===== src/rtl/return_stack_ctrl.sv =====
// Parametrised return-address stack: push on call, pop on return, with tail-call
// push+pop, flush, occupancy status, sticky error reporting and optional circular overwrite.
module return_stack_ctrl #(
  parameter int DATA_W    = 8,
  parameter int DEPTH     = 64,
  parameter int WRAP_MODE = 0,
  parameter int CNT_W     = $clog2(DEPTH + 1)
) (
  input  logic              Sys_Clock,
  input  logic              Reset,
  input  logic              Stack_Enable,
  input  logic              Push,
  input  logic              Pop,
  input  logic              Flush,
  input  logic              Err_Clear,
  input  logic [DATA_W-1:0] Push_Data,
  output logic [DATA_W-1:0] Ret_Add,
  output logic              Ret_Valid,
  output logic [DATA_W-1:0] Top_Data,
  output logic [CNT_W-1:0]  Count,
  output logic              Full,
  output logic              Empty,
  output logic              Err_Out,
  output logic [1:0]        Err_Code
);

  localparam int PTR_W = $clog2(DEPTH);

  typedef enum logic [1:0] {
    ERR_NONE      = 2'b00,
    ERR_OVERFLOW  = 2'b01,
    ERR_UNDERFLOW = 2'b10
  } err_code_e;

  logic [DATA_W-1:0] mem [DEPTH];
  logic [PTR_W-1:0]  sp, sp_n, base, base_n, top_idx, wr_idx;
  logic [CNT_W-1:0]  count, count_n;
  logic [DATA_W-1:0] ret_add_n;
  logic              ret_valid_n, wr_en, err_out_n;
  err_code_e         err_code, err_code_n, err_event;

  // SP points at the next free slot; the top entry sits one below it.
  assign top_idx  = sp - PTR_W'(1);
  assign Count    = count;
  assign Full     = (count == CNT_W'(DEPTH));
  assign Empty    = (count == '0);
  assign Top_Data = Empty ? '0 : mem[top_idx];
  assign Err_Code = err_code;

  // NOTE: every signal written here gets a default first, so no latch can be inferred.
  always_comb begin
    sp_n        = sp;
    base_n      = base;
    count_n     = count;
    ret_add_n   = Ret_Add;
    ret_valid_n = 1'b0;
    wr_en       = 1'b0;
    wr_idx      = sp;
    err_event   = ERR_NONE;

    if (Stack_Enable) begin
      if (Flush) begin
        sp_n    = '0;
        base_n  = '0;
        count_n = '0;
      end else begin
        unique case ({Push, Pop})
          2'b10: begin
            if (!Full) begin
              wr_en   = 1'b1;
              sp_n    = sp + PTR_W'(1);
              count_n = count + CNT_W'(1);
            end else if (WRAP_MODE != 0) begin
              // Overwrite the oldest entry; the window slides forward by one.
              wr_en  = 1'b1;
              sp_n   = sp + PTR_W'(1);
              base_n = base + PTR_W'(1);
            end else begin
              err_event = ERR_OVERFLOW;
            end
          end
          2'b01: begin
            if (!Empty) begin
              sp_n        = top_idx;
              ret_add_n   = mem[top_idx];
              ret_valid_n = 1'b1;
              count_n     = count - CNT_W'(1);
            end else begin
              err_event = ERR_UNDERFLOW;
            end
          end
          2'b11: begin
            if (!Empty) begin
              // Tail call: return the old top and replace it in place.
              ret_add_n   = mem[top_idx];
              ret_valid_n = 1'b1;
              wr_en       = 1'b1;
              wr_idx      = top_idx;
            end else begin
              wr_en     = 1'b1;
              sp_n      = sp + PTR_W'(1);
              count_n   = count + CNT_W'(1);
              err_event = ERR_UNDERFLOW;
            end
          end
          default: ;
        endcase
      end
    end

    // A new error on the same edge as a clear takes precedence.
    err_out_n  = Err_Out;
    err_code_n = err_code;
    if (err_event != ERR_NONE) begin
      err_out_n  = 1'b1;
      err_code_n = err_event;
    end else if (Err_Clear) begin
      err_out_n  = 1'b0;
      err_code_n = ERR_NONE;
    end
  end

  // NOTE: sequential state uses non-blocking assignments so all registers update together.
  always_ff @(negedge Sys_Clock or posedge Reset) begin
    if (Reset) begin
      sp        <= '0;
      base      <= '0;
      count     <= '0;
      Ret_Add   <= '0;
      Ret_Valid <= 1'b0;
      Err_Out   <= 1'b0;
      err_code  <= ERR_NONE;
    end else begin
      sp        <= sp_n;
      base      <= base_n;
      count     <= count_n;
      Ret_Add   <= ret_add_n;
      Ret_Valid <= ret_valid_n;
      Err_Out   <= err_out_n;
      err_code  <= err_code_n;
    end
  end

  // NOTE: the storage array has no reset; Count gates every read so stale contents are never visible.
  always_ff @(negedge Sys_Clock) begin
    if (wr_en) mem[wr_idx] <= Push_Data;
  end

endmodule

===== config.mk =====
export PLATFORM = sky130hd
export DESIGN_NAME = return_stack_ctrl
export DESIGN_NICKNAME = d
export VERILOG_FILES = /design/src/rtl/return_stack_ctrl.sv
export SDC_FILE = /design/constraint.sdc
export NUM_CORES = 1
export LEC_CHECK = 0
export CORE_MARGIN = 2
export CORE_UTILIZATION = 40
export DETAILED_ROUTE_END_ITERATION = 8
export PLACE_DENSITY_LB_ADDON = 0.1
export SKIP_LAST_GASP = 1
export SLEW_MARGIN = 0
export SYNTH_ARGS = -nofsm -noshare
export SYNTH_HDL_FRONTEND = slang
export SYNTH_SLANG_ARGS = --single-unit

===== constraint.sdc =====
create_clock -name Sys_Clock -period 4.23 [get_ports Sys_Clock]
set_clock_uncertainty 0.15 [all_clocks]
set_input_delay 0.6345 -clock Sys_Clock [delete_from_list [all_inputs] [get_ports Sys_Clock]]
set_output_delay 0.6345 -clock Sys_Clock [all_outputs]
set_load 0.01 [all_outputs]

# ---- Word-level counts from Yosys, hierarchy flattened
# Memory sizes are Yosys's and may differ from the RTL's.
# Index checks and enable logic that the tools add are counted.
# Widths: inputs -> output; s select.
dict set report word_totals {
  reg_bits 25
  ram_bits 512
  output_inout_bits 29
  elab_cells 61
  mem_count 1
}
dict set report op_classes {
  n_addsub 4
  eq_ne 7
  muxes 33
  bitwise 2
  reduce_logical 8
}
# name words width rd rd_ports_with_merged_regs wr line_no
set memory_table {}
lappend memory_table {mem 64 8 1 0 1 35} ;# logic [DATA_W-1:0] mem [DEPTH];
# cell count
set ops {}
lappend ops {{$mux 6} 7}
lappend ops {{$mux 7} 4}
lappend ops {{$pmux 7 s3} 1}
lappend ops {{$pmux 6 s3} 1}
lappend ops {{$mux 1} 12}
lappend ops {{$mux 2} 5}
lappend ops {{$ne 3x3->1 const B} 3}
lappend ops {{$mux 8} 1}
lappend ops {{$reduce_and 4->1} 2}
lappend ops {{$add 7x1->7 const B} 1}
lappend ops {{$eq 7x7->1 const B} 1}
lappend ops {{$logic_not 7->1} 1}
lappend ops {{$sub 7x1->7 const B} 1}
lappend ops {{$add 6x1->6 const B} 1}
lappend ops {{$sub 6x1->6 const B} 1}
lappend ops {{$reduce_and 5->1} 1}
lappend ops {{$eq 2x2->1 const B} 2}
lappend ops {{$pmux 2 s2} 1}
lappend ops {{$reduce_bool 2->1} 2}
lappend ops {{$reduce_bool 4->1} 1}
lappend ops {{$eq 2x1->1 const B} 1}
lappend ops {{$not 1->1} 2}
lappend ops {{$pmux 1 s2} 1}
lappend ops {{$reduce_or 2->1} 1}

# ---- Logic depth before layout (Yosys ltp)
dict set report logic_depth {
  word_depth 7
  depth_mapped 15
  mapped_depth_nobuf 9
}

==> impl_results.md <==
* Die Y at 238 um
* Met3 Resource Use GR at 0.0614
* Final hold vios at 0
* Initial antenna violation count at 1
* Failing checks: setup timing
* DP HPWL at 37200 um
* Met2 track demand over resource at 0.333
* CTS tree: done
* Hold WC Path Type: reg -> reg
* Worst setup margin at -1.88 ns
* Total wire length at 61800 um
* Residual DRC at 0
* Clk sinks at 537
* GR peak layer: met2
* DR pass1 iterations at 5
* Vias per cell at 5.11
* Gr ovfl total at 0
* Die ar. at 56600 sq um
* Post-Synthesis Cells at 1177
* Register area at 16000 sq um
* VDD IR max at 0.411 mV
* Root Buffer: clkbuf_16
* Met1 Resource Use GR at 0.305
* Largest net degree at the start of global routing at 65
* Post-CTS Hold Buffers at 0
* Drt wl/cell at 22.3 um
* Filler cells at 4226
* DR vias at 14200
* Share of cells above drive strength 1 at 0.361
* Post-synthesis register bit count at 537
* Gpl congestion at 0.841
* PortBufs at 43
* # H-tree levels at 2
* Synth cell types at 58
* Worst setup path category: reg -> out
* Mean Syn Cell Area at 18.6 sq um
* Routed Antenna Nets at 0
* First-iteration detailed-routing DRC count at 983
* Starting Density at 0.406
* CTS clk-pin slew, worst paths at 0.05 ns
* # setup viols final at 191
* PD cells at 757 nW/um^2
* Tot GR Track Use at 0.222
* Slew HR at 0.450
* Synth Flop Type: edfxtp_1
* Critical path endpoint category: output port
* RSZ-0062 raised after global routing: true
* Slew Viols, Final at 0
* Nets at 2050
* Area growth syn-to-layout at 46.1%
* CTS Buffer Depth at 3
* Mapped cell area at 21900 sq um
* Final cell count without fillers at 2773
* Num CTS Buffers at 60
* Clock latency on the worst-skew pair at 0.67 ns
* MaxCap Viol Count at 0
* Status: finished with violations
* # IOs at 44
* Row count at 85
* Least-Margin Pin Slew at 0.824 ns
* Most frequent cells in the layout: 538 x inv_1, 512 x edfxtp_1, 152 x buf_4, 128 x mux4_2, 95 x buf_12
* Ys Warns at 0
* Post-synth net total at 1200
* Post-synth EDFFs at 512
* Data arrival, critical path at 5.33 ns
* Core area at 53900 sq um
* Vias in the first global route at 15600
* Asr flop ratio synth at 0.0466
* Place WS at -1.78 ns
* Die W at 238 um
* Nature of the critical path startpoint: register
* Critical path peak fanout at 5
* Commonest non-fill, non-tap cell in the layout: inv_1
* Multi-input logic area at 6840 sq um
* First-pass GRT wire length at 91500 um
* Placed insts at 2088
* Worst Path Required at 3.45 ns
* Sequential area share after synthesis at 0.731
* Leak pwr at 13.0 nW
-- worst max-delay path, cell delays in order, from the launching register on --
cell and delay, ns:
dfrtn_1 0.48, inv_6 0.04, ha_4 0.16, buf_6 0.12, xor2_4 0.20, buf_6 0.14, buf_12 0.13, buf_8 0.12
mux4_2 0.30, mux2_4 0.30, a21oi_4 0.13, a32oi_2 0.16, and2_1 0.19, buf_2 0.13
-- registers in the layout (all words and copies together), names as in the netlist --
| register | count |
|---|---|
| Err_Code | 2 |
| Err_Out | 1 |
| Count | 7 |
| Ret_Valid | 1 |
| sp | 6 |
| mem | 512 |
| Ret_Add | 8 |
-- cell usage after synthesis (2+ instances only) --
cell	count	area [sq um]
a21o_1	7	52.6
a21oi_1	20	100
a22oi_1	2	15.0
a2bb2oi_1	9	78.8
a31o_2	3	26.3
a32oi_1	8	70.1
and2_1	10	62.6
buf_1	8	30.0
buf_2	22	110
clkbuf_1	38	143
clkinv_1	2	7.51
dfrtn_1	25	626
edfxtp_1	512	15400
ha_1	7	87.6
inv_1	14	52.6
mux2_2	25	282
mux2i_1	29	290
mux4_2	128	2880
nand2_1	90	338
nand2b_1	10	62.6
nand3_1	18	90.1
nand3b_1	2	15.0
nor2_1	78	293
nor2b_1	2	12.5
nor3_1	7	35.0
o2111ai_1	8	70.1
o21ai_0	33	165
o21bai_1	3	22.5
o221ai_1	2	17.5
o22ai_1	2	12.5
o2bb2ai_1	2	17.5
o31ai_1	8	60.1
o32ai_1	3	26.3
or2_2	4	25.0
or3_1	6	37.5
xnor2_1	6	52.6
xor2_1	3	26.3
-- metal layers --
metal  wire length [um]  up-vias
met5                  0        -
met4               1450        0
met3               3230       81
met2              29000      390
met1              28100     7228
li1                   -     6472
-- area by class of cell --
| type | instances | area share |
|---|---|---|
| antenna | 1 | 0.0000783 |
| clock buffer | 63 | 0.0487 |
| clock inverter | 560 | 0.0765 |
| inverter | 16 | 0.00301 |
| multi-input combinational | 556 | 0.214 |
| sequential | 537 | 0.501 |
| tap | 696 | 0.0272 |
| timing repair buffer | 344 | 0.130 |
-- cells by family after synthesis --
family / after synthesis / synth area share
compound gates: 120 / 0.0381
xor+xnor: 9 / 0.00360
fa+ha+maj: 8 / 0.00492
buf+inv: 85 / 0.0158
flops: 537 / 0.731
mux: 182 / 0.158
simple gates: 236 / 0.0482
-- final timing paths --
path / from / to / slack [ns] / cells after the start
min reg2reg: Ret_Add[3]$_DFFE_NP0P_ / Ret_Add[3]$_DFFE_NP0P_ / 0.30 / 1
min in group asynchronous: Reset / Err_Code[0]$_DFFE_NP0P_ / 2.28 / 3
max in group asynchronous: Reset / sp[3]$_DFFE_NP0P_ / 1.30 / 3
max: sp[0]$_DFFE_NP0P_ / Top_Data[2] / -1.88 / 13
max reg2reg: Count[0]$_DFFE_NP0P_ / mem[40][3]$_DFFE_NP_ / 0.88 / 14
min: Ret_Add[3]$_DFFE_NP0P_ / Ret_Add[3]$_DFFE_NP0P_ / 0.30 / 1
-- where the power goes --
part,switching (W),internal (W),leakage (nW)
Combinational,0.00533,0.00548,4.31
Sequential,0.0000692,0.00600,4.92
Clock,0.00343,0.00387,3.77
-- what timing repair did --
action / CTS / global route
resized for setup: 233 / 50
endpoints found under the setup margin: 554 / 384
setup buffers: 48 / 13
pin swaps: 56 / 40
gates cloned: 6 / 1
-- metrics by stage --
step | util | hold slack, ns | cell area (sq um) | setup TNS, ns | total power [W]
floorplan | - | 0.357 | 22900 | -177.92 | 0.0118
global placement | 0.493 | 0.308 | 26600 | -569.48 | 0.0158
detailed placement | 0.493 | 0.314 | 26600 | -579.35 | 0.0158
CTS | 0.588 | 0.309 | 31700 | -18.49 | 0.0242
global route | 0.593 | 0.331 | 32000 | -26.36 | 0.0255
finish | 0.593 | 0.304 | 32000 | -22.05 | 0.0242
(Power assumes the default switching activity.)
